[src/rtl/ir_pkg.sv]
// Shared widths, instruction bundle and beat arithmetic for the instruction register.
package ir_pkg;

    localparam int DEF_BUS_W  = 8;
    localparam int DEF_OP_W   = 3;
    localparam int DEF_ADDR_W = 13;

    typedef struct packed {
        logic [DEF_OP_W-1:0]   opcode;
        logic [DEF_ADDR_W-1:0] addr;
    } instr_t;

    function automatic int beat_count(input int op_w, input int addr_w, input int bus_w);
        return (op_w + addr_w) / bus_w;
    endfunction

endpackage

[src/rtl/ir_beat_counter.sv]
// Beat sequencing: accept/abort/last-beat decode for one instruction frame.
// With IR_PARITY_EN the frame carries one trailing parity beat.
module ir_beat_counter
    import ir_pkg::*;
#(
    parameter int BEATS = 2
) (
    input  logic CLK_CTRL,
    input  logic RESET,
    input  logic enable,
    input  logic in_ready,
    output logic accept,
    output logic data_beat,
    output logic last
);

`ifdef IR_PARITY_EN
    localparam int TOTAL = BEATS + 1;
`else
    localparam int TOTAL = BEATS;
`endif
    localparam int CW = (TOTAL > 1) ? $clog2(TOTAL) : 1;

    logic [CW-1:0] cnt;
    logic          abort;

    assign accept = enable && in_ready;
    assign abort  = !enable && (cnt != '0);
    assign last   = accept && (cnt == CW'(TOTAL - 1));
`ifdef IR_PARITY_EN
    assign data_beat = accept && (cnt != CW'(BEATS));
`else
    assign data_beat = accept;
`endif

    // A stalled beat (enable high, in_ready low) holds the count.
    always_ff @(posedge CLK_CTRL) begin
        if (RESET || abort) begin
            cnt <= '0;
        end else if (accept) begin
            cnt <= last ? '0 : cnt + 1'b1;
        end
    end

endmodule

[src/rtl/ir_stream_assembler.sv]
// Instruction register: assembles MSB-first bus beats into {OPCODE, ADDR_IR} with one staging slot.
// Optional IR_PARITY_EN adds a trailing even-parity beat and a sticky PARITY_ERR flag.
module ir_stream_assembler
    import ir_pkg::*;
#(
    parameter int BUS_W  = DEF_BUS_W,
    parameter int OP_W   = DEF_OP_W,
    parameter int ADDR_W = DEF_ADDR_W
) (
    input  logic              CLK_CTRL,
    input  logic              RESET,
    input  logic              ENABLE,
    input  logic [BUS_W-1:0]  DATA_BUS,
    output logic              IN_READY,
    output logic [OP_W-1:0]   OPCODE,
    output logic [ADDR_W-1:0] ADDR_IR,
    output logic              INSTR_VALID,
    input  logic              INSTR_ACK,
    output logic              PARITY_ERR
);

    localparam int IW    = OP_W + ADDR_W;
    localparam int BEATS = beat_count(OP_W, ADDR_W, BUS_W);

    logic          accept;
    logic          data_beat;
    logic          complete;
    logic [IW-1:0] asm_q;
    logic [IW-1:0] shifted;
    logic [IW-1:0] new_word;
    logic [IW-1:0] out_q;
    logic [IW-1:0] stage_q;
    logic          stage_full;
    logic          valid_q;
    logic          ack_eff;
    logic          out_free;

    ir_beat_counter #(.BEATS(BEATS)) u_cnt (
        .CLK_CTRL  (CLK_CTRL),
        .RESET     (RESET),
        .enable    (ENABLE),
        .in_ready  (IN_READY),
        .accept    (accept),
        .data_beat (data_beat),
        .last      (complete)
    );

    generate
        if (IW > BUS_W) begin : g_shift
            assign shifted = {asm_q[IW-BUS_W-1:0], DATA_BUS};
        end else begin : g_single
            assign shifted = DATA_BUS;
        end
    endgenerate

    always_ff @(posedge CLK_CTRL) begin
        if (RESET) begin
            asm_q <= '0;
        end else if (data_beat) begin
            asm_q <= shifted;
        end
    end

`ifdef IR_PARITY_EN
    assign new_word = asm_q;

    always_ff @(posedge CLK_CTRL) begin
        if (RESET) begin
            PARITY_ERR <= 1'b0;
        end else if (complete && ((^asm_q) != DATA_BUS[0])) begin
            PARITY_ERR <= 1'b1;
        end
    end
`else
    assign new_word   = shifted;
    assign PARITY_ERR = 1'b0;
`endif

    assign ack_eff  = INSTR_ACK && valid_q;
    assign out_free = !valid_q || (ack_eff && !stage_full);
    assign IN_READY = !(stage_full && valid_q && !INSTR_ACK);

    // Output changes only as a whole word: on completion or promotion.
    always_ff @(posedge CLK_CTRL) begin
        if (RESET) begin
            out_q      <= '0;
            stage_q    <= '0;
            stage_full <= 1'b0;
            valid_q    <= 1'b0;
        end else if (ack_eff && stage_full) begin
            out_q <= stage_q;
            if (complete) begin
                stage_q <= new_word;
            end else begin
                stage_full <= 1'b0;
            end
        end else if (complete) begin
            if (out_free) begin
                out_q   <= new_word;
                valid_q <= 1'b1;
            end else begin
                stage_q    <= new_word;
                stage_full <= 1'b1;
            end
        end else if (ack_eff) begin
            valid_q <= 1'b0;
        end
    end

    assign OPCODE      = out_q[IW-1 -: OP_W];
    assign ADDR_IR     = out_q[ADDR_W-1:0];
    assign INSTR_VALID = valid_q;

endmodule

[config.mk]
export PLATFORM = sky130hd
export DESIGN_NAME = ir_stream_assembler
export DESIGN_NICKNAME = d
export VERILOG_FILES = /design/src/rtl/ir_pkg.sv /design/src/rtl/ir_beat_counter.sv /design/src/rtl/ir_stream_assembler.sv
export SDC_FILE = /design/constraint.sdc
export NUM_CORES = 1
export LEC_CHECK = 0
export BUFFER_PORTS_ARGS = -buffer_cell sky130_fd_sc_hd__buf_2
export CORE_MARGIN = 10
export CORE_UTILIZATION = 60
export DETAILED_ROUTE_END_ITERATION = 12
export PLACE_DENSITY = 0.84
export SKIP_LAST_GASP = 1
export SYNTH_ARGS = -nofsm -noshare
export SYNTH_HDL_FRONTEND = slang
export SYNTH_SLANG_ARGS = --single-unit
[constraint.sdc]
create_clock -name CLK_CTRL -period 1.9 [get_ports CLK_CTRL]
set_input_delay 0.095 -clock CLK_CTRL [delete_from_list [all_inputs] [get_ports CLK_CTRL]]
set_output_delay 0.095 -clock CLK_CTRL [all_outputs]
set_load 0.01 [all_outputs]
# == After elaboration in Yosys (flattened, before gate mapping) ==
# Index checks and enable logic that the tools add are counted.
# word_totals
register_bits,43
output_inout_bits,19
wordCells,48
# op_classes
addsub,1
n_eq_ne,3
mux,15
n_reduce_logical,22
bitwise,1
# op_table
operator,count
$mux W16,7
$logic_and A1 B1 Y1,8
$mux W1,8
$reduce_and A3 Y1,2
$reduce_bool A2 Y1,3
$logic_not A1 Y1,5
$ne A2 B2 Y1 const B,2
$reduce_and A2 Y1,2
$logic_or A1 B1 Y1,2
$ne A2 B1 Y1 const B,1
$add A1 B1 Y1 const B,1
$not A1 Y1,1

# == Longest topological paths before layout ==
# logic_depth
ltp_word,7
mapped_depth,5
mapped_depth_nobuf,3

# == Hierarchy ==
# From an unflattened synthesis, not the netlist that was laid out.
# hier_totals
cells_unflattened,196
hier_area_um2,1880.6
# by_module_without_submodules
module,area_per_inst_um2,instances,cells_per_inst,seq_area_each_um2
ir_stream_assembler,1816.7,1,190,840.8
ir_beat_counter,63.8,1,6,20.0

# == Worst setup path after synthesis ==
# OpenSTA, ideal clock, no wires.
# synth_path
path_type,register to register
from,reg valid_q (netlist: INSTR_VALID)
to,reg out_q[10]
arrival_ns,1.206
path_buffers,1
path_stages_with_launch,5
slack_ns,0.560
synth_period_minus_slack_ns,1.340
setup_time_ns,0.134
t_required_ns,1.766
path_cell_list,dfxtp_1 -> nand2_1 -> a21oi_1 -> buf_2 -> a211oi_1
# synth_between
elab_chain_cells,7
elab_cells_between_ends,14
# synth_rtl
element,line_no,text
"start, declared",ir_stream_assembler.sv:34,logic valid_q;
"start signal, assigned",ir_stream_assembler.sv:89,valid_q <= 1'b0;
"start signal, assigned",ir_stream_assembler.sv:100,valid_q <= 1'b1;
"start signal, assigned",ir_stream_assembler.sv:106,valid_q <= 1'b0;
$logic_and A1 B1 Y1 (2 in series),ir_stream_assembler.sv:81,assign IN_READY = !(stage_full && valid_q && !INSTR_ACK);
$logic_not A1 Y1,ir_stream_assembler.sv:81,
$logic_and A1 B1 Y1,ir_beat_counter.sv:27,assign accept = enable && in_ready;
$logic_and A1 B1 Y1,ir_beat_counter.sv:29,assign last = accept && (cnt == CW'(TOTAL - 1));
$reduce_bool A2 Y1 (no line),-,
$reduce_and A2 Y1 (no line),-,
"end signal, assigned",ir_stream_assembler.sv:91,out_q <= stage_q;
"end signal, assigned",ir_stream_assembler.sv:99,out_q <= new_word;
"end, declared",ir_stream_assembler.sv:31,logic [IW-1:0] out_q;
# Several ways; a longest one is shown, not always the timed one.
# A chain may end at the register's enable or synchronous reset.

# == Final worst setup path ==
# layout_path
from,reg valid_q (netlist: INSTR_VALID)
to,reg out_q[2]
# The elaborated chain is that of the path after synthesis.

==> summary.md <==
| Metric | Value |
|---|---|
| Sequential area share after synthesis | about 44% |
| Final setup fails | 0 |
| Row Count | 20 |
| Max frequency | between 500 and 600 MHz |
| Leakage | between 0.8 and 0.9 nW |
| Slew @ Worst Pin | between 900 and 1000 ps |
| Post-route setup slack | around 220 ps |
| Mapped Nets | around 220 |
| CTS sink cnt | 43 |
| Non-filler instance count after layout | 275 |
| VDD IR max | about 0.0004 V |
| Yosys warning count | 0 |
| Hold Fails Final Rpt | 0 |
| Family with the most delay on the worst path | compound AO/OA/AOI/OAI gates |
| Crit path cell chain | nand2_1 -> a21oi_1 -> a211oi_1 |
| HPWL Detailed | between 3000 and 4000 um |
| Setup Skew | between 8 and 9 ps |
| Bufs on Longest Clock Path | 2 |
| Critical path type | reg2reg |
| Tmin final | approximately 1700 ps |
| CTS tree | yes |
| Port buffer count | 29 |
| Crit. End Element | flip-flop |
| Core Util, Final | 69.6% |
| # fillers | 270 |
| Area delta synth->final | 9.72% |
| Crit path buf inv count | 0 |
| Detailed Route WL | between 4000 and 5000 um |
| Post-cts repair resize count | 0 |
| Max incr delay on CP | about 760 ps |
| # IOs | 31 |
| Core area | between 3000 and 4000 sq um |
| Antenna violations before repair | 0 |
| CP required | approximately 2100 ps |
| Nets@finish | 242 |
| GR Util All Layers | between 10% and 20% |
| Worst-path fanout max | 14 |
| Max-capacitance violation count | 0 |
| Commonest non-fill, non-tap cell in the layout | dfxtp_1 |
| Syn avg cell area | around 9.5 sq um |
| Worst hold margin | approximately 20 ps |
| Slew HR | between 30 and 40% |
| RSZ-0062 raised after global routing | no |
| Antenna Cells | 0 |
| WP data arrival | between 1500 and 2000 ps |
| Root Driver | clkbuf_4 |
| Die W | between 70 and 80 um |
| Number of global-route vias before repair | 1558 |
| Netlist cell types | 24 |
| Vias/cell | 5.72 |
| Area of the multi-input gates | about 990 sq um |
| Global-route wire length before repair | 7480 um |
| Yosys reg bits | 43 |
| # placed instances | about 270 |
| Reg clk slew, reported paths | ~120 ps |
| Die area | around 6000 sq um |
| Initial Util | 63.5% |
| GR Overflow Total | 0 |
| Mapped Cells | between 200 and 250 |
| Die height | 77.3 um |
| Cts bufs inserted | 5 |
| Post-route ant nets | 0 |
| Period utilization | a little under 90% |
| Register Area | between 800 and 900 sq um |
| Pre-CTS setup slack | about 230 ps |
| Power Density | 716 nW/um^2 |
| RePlAce Congestion | around 0.79 |
| Htree depth | 2 |
| Layout cells sized above 1 | about a fifth |
| Min-Delay Path Class | in2reg |
| CP Launch Type | flip-flop |
| Initial DRC Count | between 100 and 150 |
| WL/cell | between 15 and 20 um |
| CP max stage cell | a21oi_1 |
| Number of hold buffers added after CTS | 0 |
| Most frequent cells in the layout | dfxtp_1, nand2b_1, a21oi_1 |
| Status | completed |
| Syn Std Cell Area | roughly 2000 sq um |
| Fin Setup TNS | 0 ps |
| First-pass DRT Iterations | 4 |
| Clk_lat worst skew | 360 ps |
| Via count | about 1600 |
| Largest net degree at the start of global routing | 52 |
| Setup Buffers After CTS | 0 |
| Fin. max-slew vios | 0 |
| DRC Markers | 0 |
==> where the power goes <==
part	leakage, nW	internal, W	switching (W)
Clock	0.0293	0.000145	0.000292
Combinational	0.473	0.0000683	0.0000943
Sequential	0.350	0.000931	0.0000166
Total	0.852	0.00114	0.000402
==> sequential cells by signal (all words and copies together) (netlist names) <==
| name | count |
|---|---|
| out_q | 16 |
| stage_q | 16 |
| asm_q | 8 |
| INSTR_VALID | 1 |
| stage_full | 1 |
| u_cnt.cnt | 1 |
==> stage by stage <==
stage                     power (W)  cell area [sq um]
final                       0.00155               2160
after global routing        0.00161               2160
after CTS                   0.00154               2160
after detailed placement    0.00113               2110
after global placement      0.00112               2110
after floorplan             0.00108               1970
==> cells in the mapped netlist, drive strengths merged <==
cell type	count	share of area, %
xnor2	2	0.89
a21oi	33	8.4
dfxtp	43	44
and4	14	6.2
buf	13	4.3
and3	1	0.32
clkbuf	7	1.3
and2	3	0.95
nand2	5	0.95
nor3b	1	0.38
a22o	1	0.44
nand3	1	0.25
nand2b	33	10
conb	1	0.19
mux2i	24	12
o21ai	5	1.3
a211oi	16	6.1
nand3b	1	0.57
inv	1	0.19
a21bo	1	0.51
nor2b	1	0.32
==> layout make-up <==
class | count | share of cell area [%]
multi-input combinational | 143 | 46.0
clock buffer | 7 | 2.08
tap | 44 | 2.55
clock inverter | 1 | 0.232
sequential | 43 | 39.8
inverter | 1 | 0.174
timing repair buffer | 36 | 9.15
==> routing by layer <==
layer	vias to the layer above	part of all wire, %	track usage [%]
met2	49	45	23.1
li1	784	-	-
met4	0	1.4	5.47
met5	-	0	0
met1	733	46	19.1
met3	8	7.4	5.01
==> kinds of logic after synthesis <==
kind of cell              Yosys count  share of synthesized area (%)
buffers and inverters              21                           5.84
DFF                                43                           43.7
xor gates and xnor gates            2                          0.890
and+or+nand+nor                    60                           20.5
muxes                              24                           12.2
other                               1                          0.190
AOI/OAI and AO/OA                  56                           16.7
==> path summary, 6_finish.rpt <==
kind                     from     endpoint  slack (ps)  depth (start not counted)
setup reg to reg  INSTR_VALID     out_q[2]         220                          3
hold reg to reg   stage_q[13]  stage_q[13]         490                          2
hold / removal         ENABLE    u_cnt.cnt          20                          2
setup / recovery  INSTR_VALID     out_q[2]         220                          3
(Power assumes the default switching activity.)
